==> src/rtl/mult_pipe.sv <==
// mult_pipe: pipelined N x M multiplier with valid/ready on both sides.
// The result is delivered in carry-save form (out1 + out2 == a*b mod 2^(N+M)).
// is_signed selects two's-complement (modified Baugh-Wooley) or unsigned mode per operation.
// MULT picks the row-reduction schedule: 0 = wallace (greedy), 1 = dadda (minimal per level).
// Optional macro FMDSP_MULT_ACC_EN adds an 'acc' input and a carry-save running accumulator.
module mult_pipe #(
  parameter int N      = 17,
  parameter int M      = 17,
  parameter int MULT   = 0,
  parameter int STAGES = 2
) (
  input  logic           clk,
  input  logic           rst,
  input  logic           in_valid,
  output logic           in_ready,
  input  logic [N-1:0]   a,
  input  logic [M-1:0]   b,
  input  logic           is_signed,
`ifdef FMDSP_MULT_ACC_EN
  input  logic           acc,
`endif
  output logic           out_valid,
  input  logic           out_ready,
  output logic [N+M-1:0] out1,
  output logic [N+M-1:0] out2
);

  localparam int W    = N + M;
  localparam int R    = M + 1;
  localparam int LAST = STAGES - 1;

  // Number of 3:2 compressors applied to n rows in one reduction level.
  function automatic int grp(input int n);
    int d;
    int g;
    g = 0;
    if (n > 2) begin
      if (MULT == 1) begin
        d = 2;
        while ((d * 3) / 2 < n) d = (d * 3) / 2;
        g = n - d;
      end else begin
        g = n / 3;
      end
    end
    return g;
  endfunction

  function automatic int rows_at(input int lvl);
    int n;
    n = R;
    for (int i = 0; i < lvl; i++) n = n - grp(n);
    return n;
  endfunction

  function automatic int num_levels();
    int n;
    int l;
    n = R;
    l = 0;
    while (n > 2) begin
      n = n - grp(n);
      l++;
    end
    return l;
  endfunction

  localparam int LEVELS = num_levels();

  // Correction for the inverted sign-row bits; reduces to bits N and N+M-1 when N == M.
  localparam logic [W-1:0] BW_K = (W'(1) << (W - 1)) + (W'(1) << (N - 1)) + (W'(1) << (M - 1));

  logic [W-1:0] tree [LEVELS+1][R];

  genvar gi, gl, gk, gr;

  for (gi = 0; gi < M; gi++) begin : g_pp
    localparam logic [N-1:0] INV = (gi == M - 1) ? {1'b0, {(N-1){1'b1}}} : {1'b1, {(N-1){1'b0}}};
    logic [N-1:0] row;
    assign row         = (a & {N{b[gi]}}) ^ (INV & {N{is_signed}});
    assign tree[0][gi] = {{M{1'b0}}, row} << gi;
  end
  assign tree[0][M] = is_signed ? BW_K : '0;

  for (gl = 0; gl < LEVELS; gl++) begin : g_lvl
    localparam int NR = rows_at(gl);
    localparam int G  = grp(NR);
    for (gk = 0; gk < G; gk++) begin : g_csa
      assign tree[gl+1][2*gk]   = tree[gl][3*gk] ^ tree[gl][3*gk+1] ^ tree[gl][3*gk+2];
      assign tree[gl+1][2*gk+1] = ((tree[gl][3*gk] & tree[gl][3*gk+1]) |
                                   (tree[gl][3*gk] & tree[gl][3*gk+2]) |
                                   (tree[gl][3*gk+1] & tree[gl][3*gk+2])) << 1;
    end
    for (gr = 3 * G; gr < NR; gr++) begin : g_pass
      assign tree[gl+1][gr-G] = tree[gl][gr];
    end
    for (gr = NR - G; gr < R; gr++) begin : g_zero
      assign tree[gl+1][gr] = '0;
    end
  end

  logic [STAGES-1:0] vld;
  logic [STAGES-1:0] ld;
  logic [STAGES-1:0] vin;
  logic [W-1:0]      s1_q [STAGES];
  logic [W-1:0]      s2_q [STAGES];
  logic [W-1:0]      d1   [STAGES];
  logic [W-1:0]      d2   [STAGES];

`ifdef FMDSP_MULT_ACC_EN
  logic [STAGES-1:0] acc_q;
  logic [STAGES-1:0] ain;
  logic [W-1:0]      acc1_q, acc2_q;
  logic [W-1:0]      src1, src2, t1, t2;
  logic              fire;
`endif

  // Load enables: a stage loads when empty or when its occupant moves on this cycle.
  always_comb begin
    ld       = '0;
    vin      = '0;
    ld[LAST] = ~vld[LAST] | out_ready;
    for (int k = LAST - 1; k >= 0; k--) ld[k] = ~vld[k] | ld[k+1];
    vin[0] = in_valid;
    for (int k = 1; k < STAGES; k++) vin[k] = vld[k-1];
  end

  // Stage inputs: the reduced tree feeds stage 0, later stages forward the previous one.
  always_comb begin
    d1[0] = tree[LEVELS][0];
    d2[0] = tree[LEVELS][1];
    for (int k = 1; k < STAGES; k++) begin
      d1[k] = s1_q[k-1];
      d2[k] = s2_q[k-1];
    end
`ifdef FMDSP_MULT_ACC_EN
    fire = vld[LAST] & out_ready;
    ain[0] = acc;
    for (int k = 1; k < STAGES; k++) ain[k] = acc_q[k-1];
    // The previous result may be leaving the output register on this very edge.
    src1 = fire ? s1_q[LAST] : acc1_q;
    src2 = fire ? s2_q[LAST] : acc2_q;
    t1   = d1[LAST] ^ d2[LAST] ^ src1;
    t2   = ((d1[LAST] & d2[LAST]) | (d1[LAST] & src1) | (d2[LAST] & src1)) << 1;
    if (ain[LAST]) begin
      d1[LAST] = t1 ^ t2 ^ src2;
      d2[LAST] = ((t1 & t2) | (t1 & src2) | (t2 & src2)) << 1;
    end
`endif
  end

  // Pipeline registers: valids follow load enables, data moves only with a valid occupant.
  always_ff @(posedge clk) begin
    if (rst) begin
      vld <= '0;
      for (int k = 0; k < STAGES; k++) begin
        s1_q[k] <= '0;
        s2_q[k] <= '0;
      end
    end else begin
      for (int k = 0; k < STAGES; k++) begin
        if (ld[k]) vld[k] <= vin[k];
        if (ld[k] && vin[k]) begin
          s1_q[k] <= d1[k];
          s2_q[k] <= d2[k];
        end
      end
    end
  end

`ifdef FMDSP_MULT_ACC_EN
  // Accumulator holds the last delivered result; acc flags travel with their operands.
  always_ff @(posedge clk) begin
    if (rst) begin
      acc1_q <= '0;
      acc2_q <= '0;
      acc_q  <= '0;
    end else begin
      if (fire) begin
        acc1_q <= s1_q[LAST];
        acc2_q <= s2_q[LAST];
      end
      for (int k = 0; k < STAGES; k++) begin
        if (ld[k] && vin[k]) acc_q[k] <= ain[k];
      end
    end
  end
`endif

  assign in_ready  = ld[0];
  assign out_valid = vld[LAST];
  assign out1      = s1_q[LAST];
  assign out2      = s2_q[LAST];

endmodule

==> config.mk <==
export PLATFORM = sky130hd
export DESIGN_NAME = mult_pipe
export DESIGN_NICKNAME = d
export VERILOG_FILES = /design/src/rtl/mult_pipe.sv
export SDC_FILE = /design/constraint.sdc
export NUM_CORES = 1
export LEC_CHECK = 0
export ABC_AREA = 1
export CAP_MARGIN = 20
export CORE_MARGIN = 2
export CORE_UTILIZATION = 45
export DETAILED_ROUTE_END_ITERATION = 6
export GPL_ROUTABILITY_DRIVEN = 0
export SLEW_MARGIN = 25
export SYNTH_ARGS = -nofsm -noshare
export SYNTH_HDL_FRONTEND = slang
export SYNTH_SLANG_ARGS = --single-unit
==> constraint.sdc <==
create_clock -name clk -period 10.1 [get_ports clk]
set_input_delay 2.02 -clock clk [delete_from_list [all_inputs] [get_ports clk]]
set_output_delay 2.02 -clock clk [all_outputs]
set_load 0.01 [all_outputs]
[Yosys cells after proc, flatten, opt, wreduce, memory -nomap -nowiden]
Memories as Yosys holds them, arrays and structs flattened.
Cells that the tools add are included.
Operators by class
  magnitude comparators: 0
  div/mod/pow operators: 0
  reductions and logical operators: 2
  equal/unequal tests: 0
  bitwise operators: 154
  shift operators: 0
  add/sub/neg operators: 0
  mux-type cells: 13
  $mul: 0
Operators by type and width (count)
  33-bit bitwise OR: 10
  33-bit bitwise AND: 9
  17-bit bitwise AND: 17
  17-bit bitwise XOR: 16
  32-bit by 33-bit bitwise AND with 33-bit output: 6
  34-bit 2-to-1 mux: 5
  34-bit bitwise XOR: 4
  33-bit by 34-bit bitwise XOR with 34-bit output: 3
  32-bit by 33-bit bitwise XOR with 33-bit output: 2
  27-bit by 32-bit bitwise AND with 32-bit output: 2
  32-bit bitwise OR: 2
  29-bit by 31-bit bitwise AND with 31-bit output: 2
  31-bit bitwise OR: 2
  26-bit by 27-bit bitwise AND with 27-bit output: 2
  26-bit by 27-bit bitwise XOR with 27-bit output: 2
  23-bit by 26-bit bitwise AND with 26-bit output: 2
  26-bit bitwise OR: 2
  23-bit by 25-bit bitwise AND with 25-bit output: 2
  20-bit by 22-bit bitwise AND with 22-bit output: 2
  22-bit bitwise OR: 2
  32-bit by 34-bit bitwise XOR with 34-bit output: 1
  26-bit by 32-bit bitwise AND with 32-bit output: 1
  31-bit by 32-bit bitwise AND with 32-bit output: 1
  27-bit by 32-bit bitwise OR with 32-bit output: 1
  57 further kinds: 71
Word-level totals
  memory bits (read-only): 0
  memories kept: 2
  word-level logic and storage cells: 173
  register bits: 2
  input bits: 39
  output and inout bits: 70
  RAM bits: 136
  latch bits: 0
Memory list
  s1_q: words 2, bits a word 34, rd ports 2, clocked after Yosys merged registers in 0, write ports 2, line 105  | logic [W-1:0] s1_q [STAGES];
  s2_q: words 2, bits a word 34, rd ports 2, clocked after Yosys merged registers in 0, write ports 2, line 106  | logic [W-1:0] s2_q [STAGES];

[Longest topological paths before layout]
Gate-level depths: netlist of the first run.
  depth after elaboration: 21
  mapped depth: 16
  gate-level depth less buffers: 14

[Worst setup path after synthesis of the first run]
No wires, ideal clock.
  kind: in2reg
  from: input port a[4]
  to: memory s1_q[0][18] in the netlist's numbering, data pin
  cell stages on the path: 13
  setup slack: 4.101 ns
  arrival: 5.741 ns
  path through: buf_2 clkbuf_1 nand2_1 fa_1 fa_1 inv_1 fa_1 inv_1 fa_1 fa_1 inv_1 fa_1 a21boi_2
RTL lines
  from (decl): line 16  | input logic [N-1:0] a,
  to (decl): line 105

==> flow_summary_export.csv, run 1 <==
group,metric,value,unit
worst_setup_path,cp-end-kind,"flop",
placement,portBuffers,101,
synthesis,syn_area,13950,um^2
layout,synthToLayoutAreaGrowth,10.98,%
die,start_util,45.59,%
grt,grt.overflow.total,0,
timing,fin_crit,6.495,ns
clock_tree,hold_buffers,0,
worst_setup_path,critPathLaunchType,"input pin",
worst_setup_path,cp.required,10.23,ns
timing,worst_pin_slew,1.016,ns
timing,finalSetupTns,0,ns
synthesis,yosys_warnings,0,
timing,max_freq,154.0,MHz
grt,grt_use_met3,3.375,%
detailed_routing,drt_wl_total,29360,um
detailed_routing,first_pass_iters,5,
die,die_y,180.1,um
detailed_routing,drc,0,
worst_setup_path,crit_type,"input pin to flop",
synthesis,ys_seq_area_share,26.55,%
clock_tree,htreeDepth,4,
timing,timing.final.crit_share,64.30,%
synthesis,synthCells,1377,
pwr,total_power,0.003117,W
timing,hold_viol,0,
worst_setup_path,worst_path_largest_cell_delay,0.99,ns
detailed_routing,vias_per_cell,4.726,
die,rows,64,
clock_tree,insertion_delay,0.41,ns
worst_setup_path,path_cells,"clkdlybuf4s50_1 -> nand2_1 -> fa_1 -> fa_1 -> inv_1 -> fa_1 -> inv_1 -> fa_1 -> fa_1 -> inv_1 -> fa_1 -> a21boi_2",
run,drv_cap,0,
worst_setup_path,r2r_slack,7.47,ns
worst_setup_path,cpMostUsedCell,"fa_1",
grt,top_usage_layer,"met1",
die,io_pins,109,
clock_tree,cts_tree,"yes",
clock_tree,cts_root_buf,"clkbuf_16",
timing,rsz0062_at_grt,"no",
timing,fin_worst_skew,0.006221,ns
clock_tree,cts.sinks,124,
worst_setup_path,worst_path_max_delay_cell,"clkdlybuf4s50_1",
detailed_routing,dr.first_iter.drc_count,554,
layout,drive_gt1_share,9.059,%
pwr,vdd_drop_max,0.0001314,V
timing,setup_ws,3.605,ns
synthesis,avgSynthCellArea,10.13,um^2
worst_setup_path,cp_max_fo,17,
grt,grt_pass1_wl,49450,um
worst_setup_path,cp.arrival,6.63,ns
clock_tree,numCtsBuffers,17,
detailed_routing,wl_per_cell,16.13,um
hold_path,hp-class,"flop to flop",
clock_tree,cts_resized,0,
die,die_w,180.1,um
layout,nNetsFinal,1753,
outcome,status,"finished clean",
layout,postLayoutCoreUtil,50.60,%
pwr,p_leak,7.738,nW
detailed_routing,antenna_left,0,
clock_tree,postCtsSetupBuffers,0,
die,die_area,32420,um^2
synthesis,yosysUniqueCellTypes,26,
clock_tree,clk_pin_slew,0.05,ns
layout,diodes,0,
placement,place_ws,3.205,ns
synthesis,ys_ff_latch,124,
grt,use_met1,29.26,%
pwr,powerDensity,201.4,nW/um^2
grt,grt_pass1_vias,9098,
detailed_routing,num_vias,8601,
grt,grt_usage,19.27,%
grt,antenna_found_initial,0,
timing,setup_violations,0,
grt,met2_usage,29.12,%
clock_tree,cts.path.max_buffers,2,
die,coreArea,30590,um^2
timing,drv_slew,0,
timing,relSlewSlack,32.23,%
placement,dp_hpwl,21850,um
grt,grt_max_degree,75,
cell families after synthesis:
group	synth area share [%]
other cells	0.02689
buf+inv	14.83
fa+ha+maj	39.40
simple gates	8.469
flops	26.55
compound gates	8.774
xor+xnor	1.947
path summary, 6_finish.rpt:
path | cells past startpoint | start | to
setup / recovery | 12 | a[8] | s1_q[0][23]$_SDFFCE_PN0P_
hold / removal | 1 | s2_q[0][14]$_SDFFCE_PN0P_ | s2_q[0][48]$_SDFFCE_PN0P_
setup reg to reg | 5 | vld[0]$_SDFFE_PP0N_ | s1_q[0][54]$_SDFFCE_PN0P_
hold reg to reg | 1 | s2_q[0][14]$_SDFFCE_PN0P_ | s2_q[0][48]$_SDFFCE_PN0P_
layer usage:
layer | vias to the layer above | routed length (um)
met2 | 286 | 12650
met1 | 4237 | 14250
met5 | - | 0
met4 | 0 | 353
met3 | 25 | 2106
li1 | 4053 | -
report_power, final:
part	leakage, nW	internal [W]	switching (W)
combinational	6.17	0.000896	0.000908
clock	0.257	0.000334	0.000210
sequential	1.31	0.000740	0.0000288
layout make-up:
cell class | count | area, um^2
sequential | 124 | 3704
multi-input combinational | 773 | 8210
inverter | 381 | 1430
clock buffer | 19 | 432.9
tap | 396 | 495.5
fill | 2806 | 15110
timing repair buffer | 114 | 1104
clock inverter | 13 | 102.6
metrics by stage:
stage	hold slack (ns)	cells	area (um^2)
6_report	0.5497	1820	15480
4_1_cts	0.5558	1820	15480
3_3_place_gp	0.5357	1788	14940
2_1_floorplan	0.4913	1383	13970
5_1_grt	0.5792	1820	15480
3_5_place_dp	0.5418	1788	14940
state kept, by name, summed over array words and instances (netlist names):
| name | cells |
|---|---|
| s1_q | 68 |
| s2_q | 54 |
| vld | 2 |
synthesized netlist by cell type:
cell / n / area share, %
a21boi_0: 41 / 2.2
a21boi_2: 75 / 6.1
a21oi_1: 3 / 0.11
a21oi_2: 5 / 0.31
a31oi_1: 1 / 0.045
buf_1: 1 / 0.027
buf_2: 39 / 1.4
buf_4: 10 / 0.54
buf_6: 9 / 0.73
buf_8: 8 / 0.86
clkbuf_1: 38 / 1.0
conb_1: 1 / 0.027
dfxtp_1: 2 / 0.29
edfxtp_1: 122 / 26
fa_1: 227 / 33
ha_1: 76 / 6.8
inv_1: 380 / 10
inv_2: 1 / 0.027
nand2_1: 300 / 8.1
nand2_2: 1 / 0.045
nand3_2: 2 / 0.14
nand3_4: 1 / 0.13
nand3b_1: 1 / 0.054
nor2_1: 1 / 0.027
o22ai_1: 1 / 0.045
xor2_1: 31 / 1.9
placed cells by master, fill, tap and decap left out, drive strengths merged:
cell type / instances
buf: 14
a21boi: 116
clkdlybuf4s50: 100
edfxtp: 122
inv: 381
clkbuf: 19
bufinv: 1
nor2: 1
fa: 227
nand2: 301
ha: 76
xor2: 31
a31oi: 1
clkinvlp: 3
o22ai: 1
conb: 7
a21oi: 8
clkinv: 9
nand3b: 1
dfxtp: 2
nand3: 3
worst max-delay path, delay by kind of cell:
family	cells	cell delay, ns
compound gates	1	0.18
buf+inv	4	1.14
fa+ha+maj	6	3.09
simple gates	1	0.19
Note: power is estimated with default switching activity, not from simulation.
==> run 2: changes to the inputs <==
PLACE_DENSITY = 0.67   (was not set)
clock period = 5.75 ns   (was 10.1 ns; I/O delays follow)
==> flow_summary_export.csv, run 2 (synthesis gave the netlist of run 1 again) <==
group,metric,value,unit
worst_setup_path,critPathLaunchType,"input pin",
hold_path,holdPathStages,1,
worst_setup_path,reg2reg_to,"s1_q[0][56]$_SDFFCE_PN0P_",
pwr,p_int,0.003523,W
timing,fin_worst_skew,0.009633,ns
hold_path,holdCritStartpoint,"s2_q[0][12]$_SDFFCE_PN0P_",
die,io_pins,109,
detailed_routing,vias_per_cell,4.779,
clock_tree,hold_buffers,0,
clock_tree,clk_pin_slew,0.05,ns
grt,antenna_found_initial,1,
die,start_util,45.59,%
worst_setup_path,crit_type,"input pin to flop",
layout,largest_reg_flops,68,
run,drv_cap,0,
die,coreArea,30590,um^2
pwr,seq_power_share,24.7,%
worst_setup_path,cp.required,5.89,ns
detailed_routing,num_vias,8880,
clock_tree,postCtsSetupBuffers,0,
timing,drv_slew,0,
pwr,p_leak,8.004,nW
pwr,switching_share,36.26,%
pwr,switchingPower,0.002004,W
clock_tree,cts.sinks,124,
clock_tree,insertion_delay,0.41,ns
pwr,pwr-share-clk,18.3,%
clock_tree,cts_root_buf,"clkbuf_16",
detailed_routing,drt_wl_total,29380,um
detailed_routing,antenna_left,0,
die,die_area,32420,um^2
detailed_routing,drc,0,
worst_setup_path,cp.arrival,5.43,ns
worst_setup_path,r2r_start,"vld[0]$_SDFFE_PP0N_",
grt,top_usage_layer,"met2",
timing,finalSetupTns,0,ns
clock_tree,cts_resized,0,
placement,dp_hpwl,22480,um
timing,worst_pin_slew,0.9158,ns
clock_tree,numCtsBuffers,17,
layout,nNetsFinal,1790,
layout,top_register,"s1_q",
clock_tree,cts_tree,"yes",
timing,hold_viol,0,
clock_tree,cts.path.max_buffers,2,
detailed_routing,first_pass_iters,5,
layout,synthToLayoutAreaGrowth,14.76,%
placement,placed_cell_area,15410,um^2
worst_setup_path,r2r_slack,2.99,ns
grt,grt_max_degree,67,
placement,place_ws,0.03789,ns
layout,reg_top3,"s1_q (68), s2_q (54), vld (2)",
layout,drive_gt1_share,11.29,%
die,die_w,180.1,um
timing,setup_violations,0,
timing,rsz0062_at_grt,"no",
grt,grt.overflow.total,0,
worst_setup_path,cp_max_fo,10,
clock_tree,htreeDepth,4,
grt,grt_use_met3,3.597,%
outcome,status,"finished clean",
grt,met2_usage,30.04,%
detailed_routing,dr.first_iter.drc_count,713,
pwr,total_power,0.005527,W
pwr,pwr-share-comb,57.0,%
pwr,vdd_drop_max,0.0002802,V
grt,use_met1,27.35,%
die,rows,64,
hold_path,hp-class,"flop to flop",
timing,fin_crit,5.287,ns
grt,grt_pass1_wl,48740,um
layout,final_cell_mix,"inv_1 (380), nand2_1 (298), fa_1 (227), edfxtp_1 (122), clkdlybuf4s50_1 (100)",
timing,timing.final.crit_share,91.96,%
die,die_y,180.1,um
timing,relSlewSlack,38.73,%
timing,max_freq,189.1,MHz
layout,final_common_cell,"inv_1",
grt,grt_pass1_vias,9300,
worst_setup_path,cp-end-kind,"flop",
placement,portBuffers,101,
worst_setup_path,r2r.worst_path.cells,5,
hold_path,hold_end,"s2_q[0][46]$_SDFFCE_PN0P_",
grt,grt_usage,19.00,%
layout,design_area,16010,um^2
timing,setup_ws,0.4626,ns
detailed_routing,wl_per_cell,15.81,um
pwr,powerDensity,345.3,nW/um^2
[run 2: cell count changes in the layout (fill, tap and decap cells not counted), sizes merged]
cell,delta
buf,+37
bufinv,+1
clkbuf,+2
clkinv,-4
clkinvlp,+1
diode,+1
[run 2: layer usage]
metal	share of wire, %	routed length, um
met1	45	13210
met2	46	13380
met3	8.1	2370
met4	1.4	415
met5	0	0
[run 2: metrics by stage]
step | cells | hold slack (ns) | utilization, %
finish | 1858 | 0.5522 | 52.32
CTS | 1856 | 0.5562 | 52.23
floorplan | 1383 | 0.4913 | -
global route | 1857 | 0.5734 | 52.32
global placement | 1824 | 0.5431 | 50.39
detailed placement | 1824 | 0.5418 | 50.39
[run 2: cell type report]
cell class	count	area [um^2]
well taps	396	495.5
inverters	381	1430
clock buffers	21	440.4
fillers	2707	14580
repair buffers	151	1602
flip-flops and latches	124	3704
multi-input cells	773	8210
diodes	1	2.502
clock inverters	11	121.4
[run 2: worst max path at each step]
stage                                      endpoint  from  depth (start not counted)  slack [ns]
after floorplan           s1_q[0][18]$_SDFFCE_PN0P_  a[4]                         13        0.62
after global placement    s1_q[0][23]$_SDFFCE_PN0P_  a[9]                         12        0.11
after detailed placement  s1_q[0][23]$_SDFFCE_PN0P_  a[8]                         12        0.04
after CTS                 s1_q[0][23]$_SDFFCE_PN0P_  a[9]                         12        0.49
after global routing      s1_q[0][22]$_SDFFCE_PN0P_  a[9]                         12        0.34
final                     s1_q[0][16]$_SDFFCE_PN0P_  a[8]                         13        0.46
[run 2: power groups by stage]
| stage | logic (W) | registers [W] | clock network [W] |
|---|---|---|---|
| 4_1_cts | 0.00319 | 0.00137 | 0.00103 |
| 5_1_grt | 0.00371 | 0.00138 | 0.00107 |
| 6_report | 0.00315 | 0.00136 | 0.00101 |
| 3_3_place_gp | 0.00305 | 0.00138 | 0 |
| 3_5_place_dp | 0.00317 | 0.00138 | 0 |
| 2_1_floorplan | 0.00224 | 0.00138 | 0 |
[run 2: worst max-delay path, stage by stage]
cell	delay, ns
clkdlybuf4s50_1	0.66
buf_4	0.30
nand2_1	0.06
inv_1	0.05
fa_1	0.53
inv_1	0.05
fa_1	0.48
fa_1	0.57
fa_1	0.43
fa_1	0.50
inv_1	0.05
fa_1	0.43
a21boi_2	0.17
==> run 3: changes to the inputs <==
CTS_CLUSTER_DIAMETER = 50   (was not set)
==> results of run 3 <==
Same layout as run 2: the final DEF is identical, and so are final timing and power.
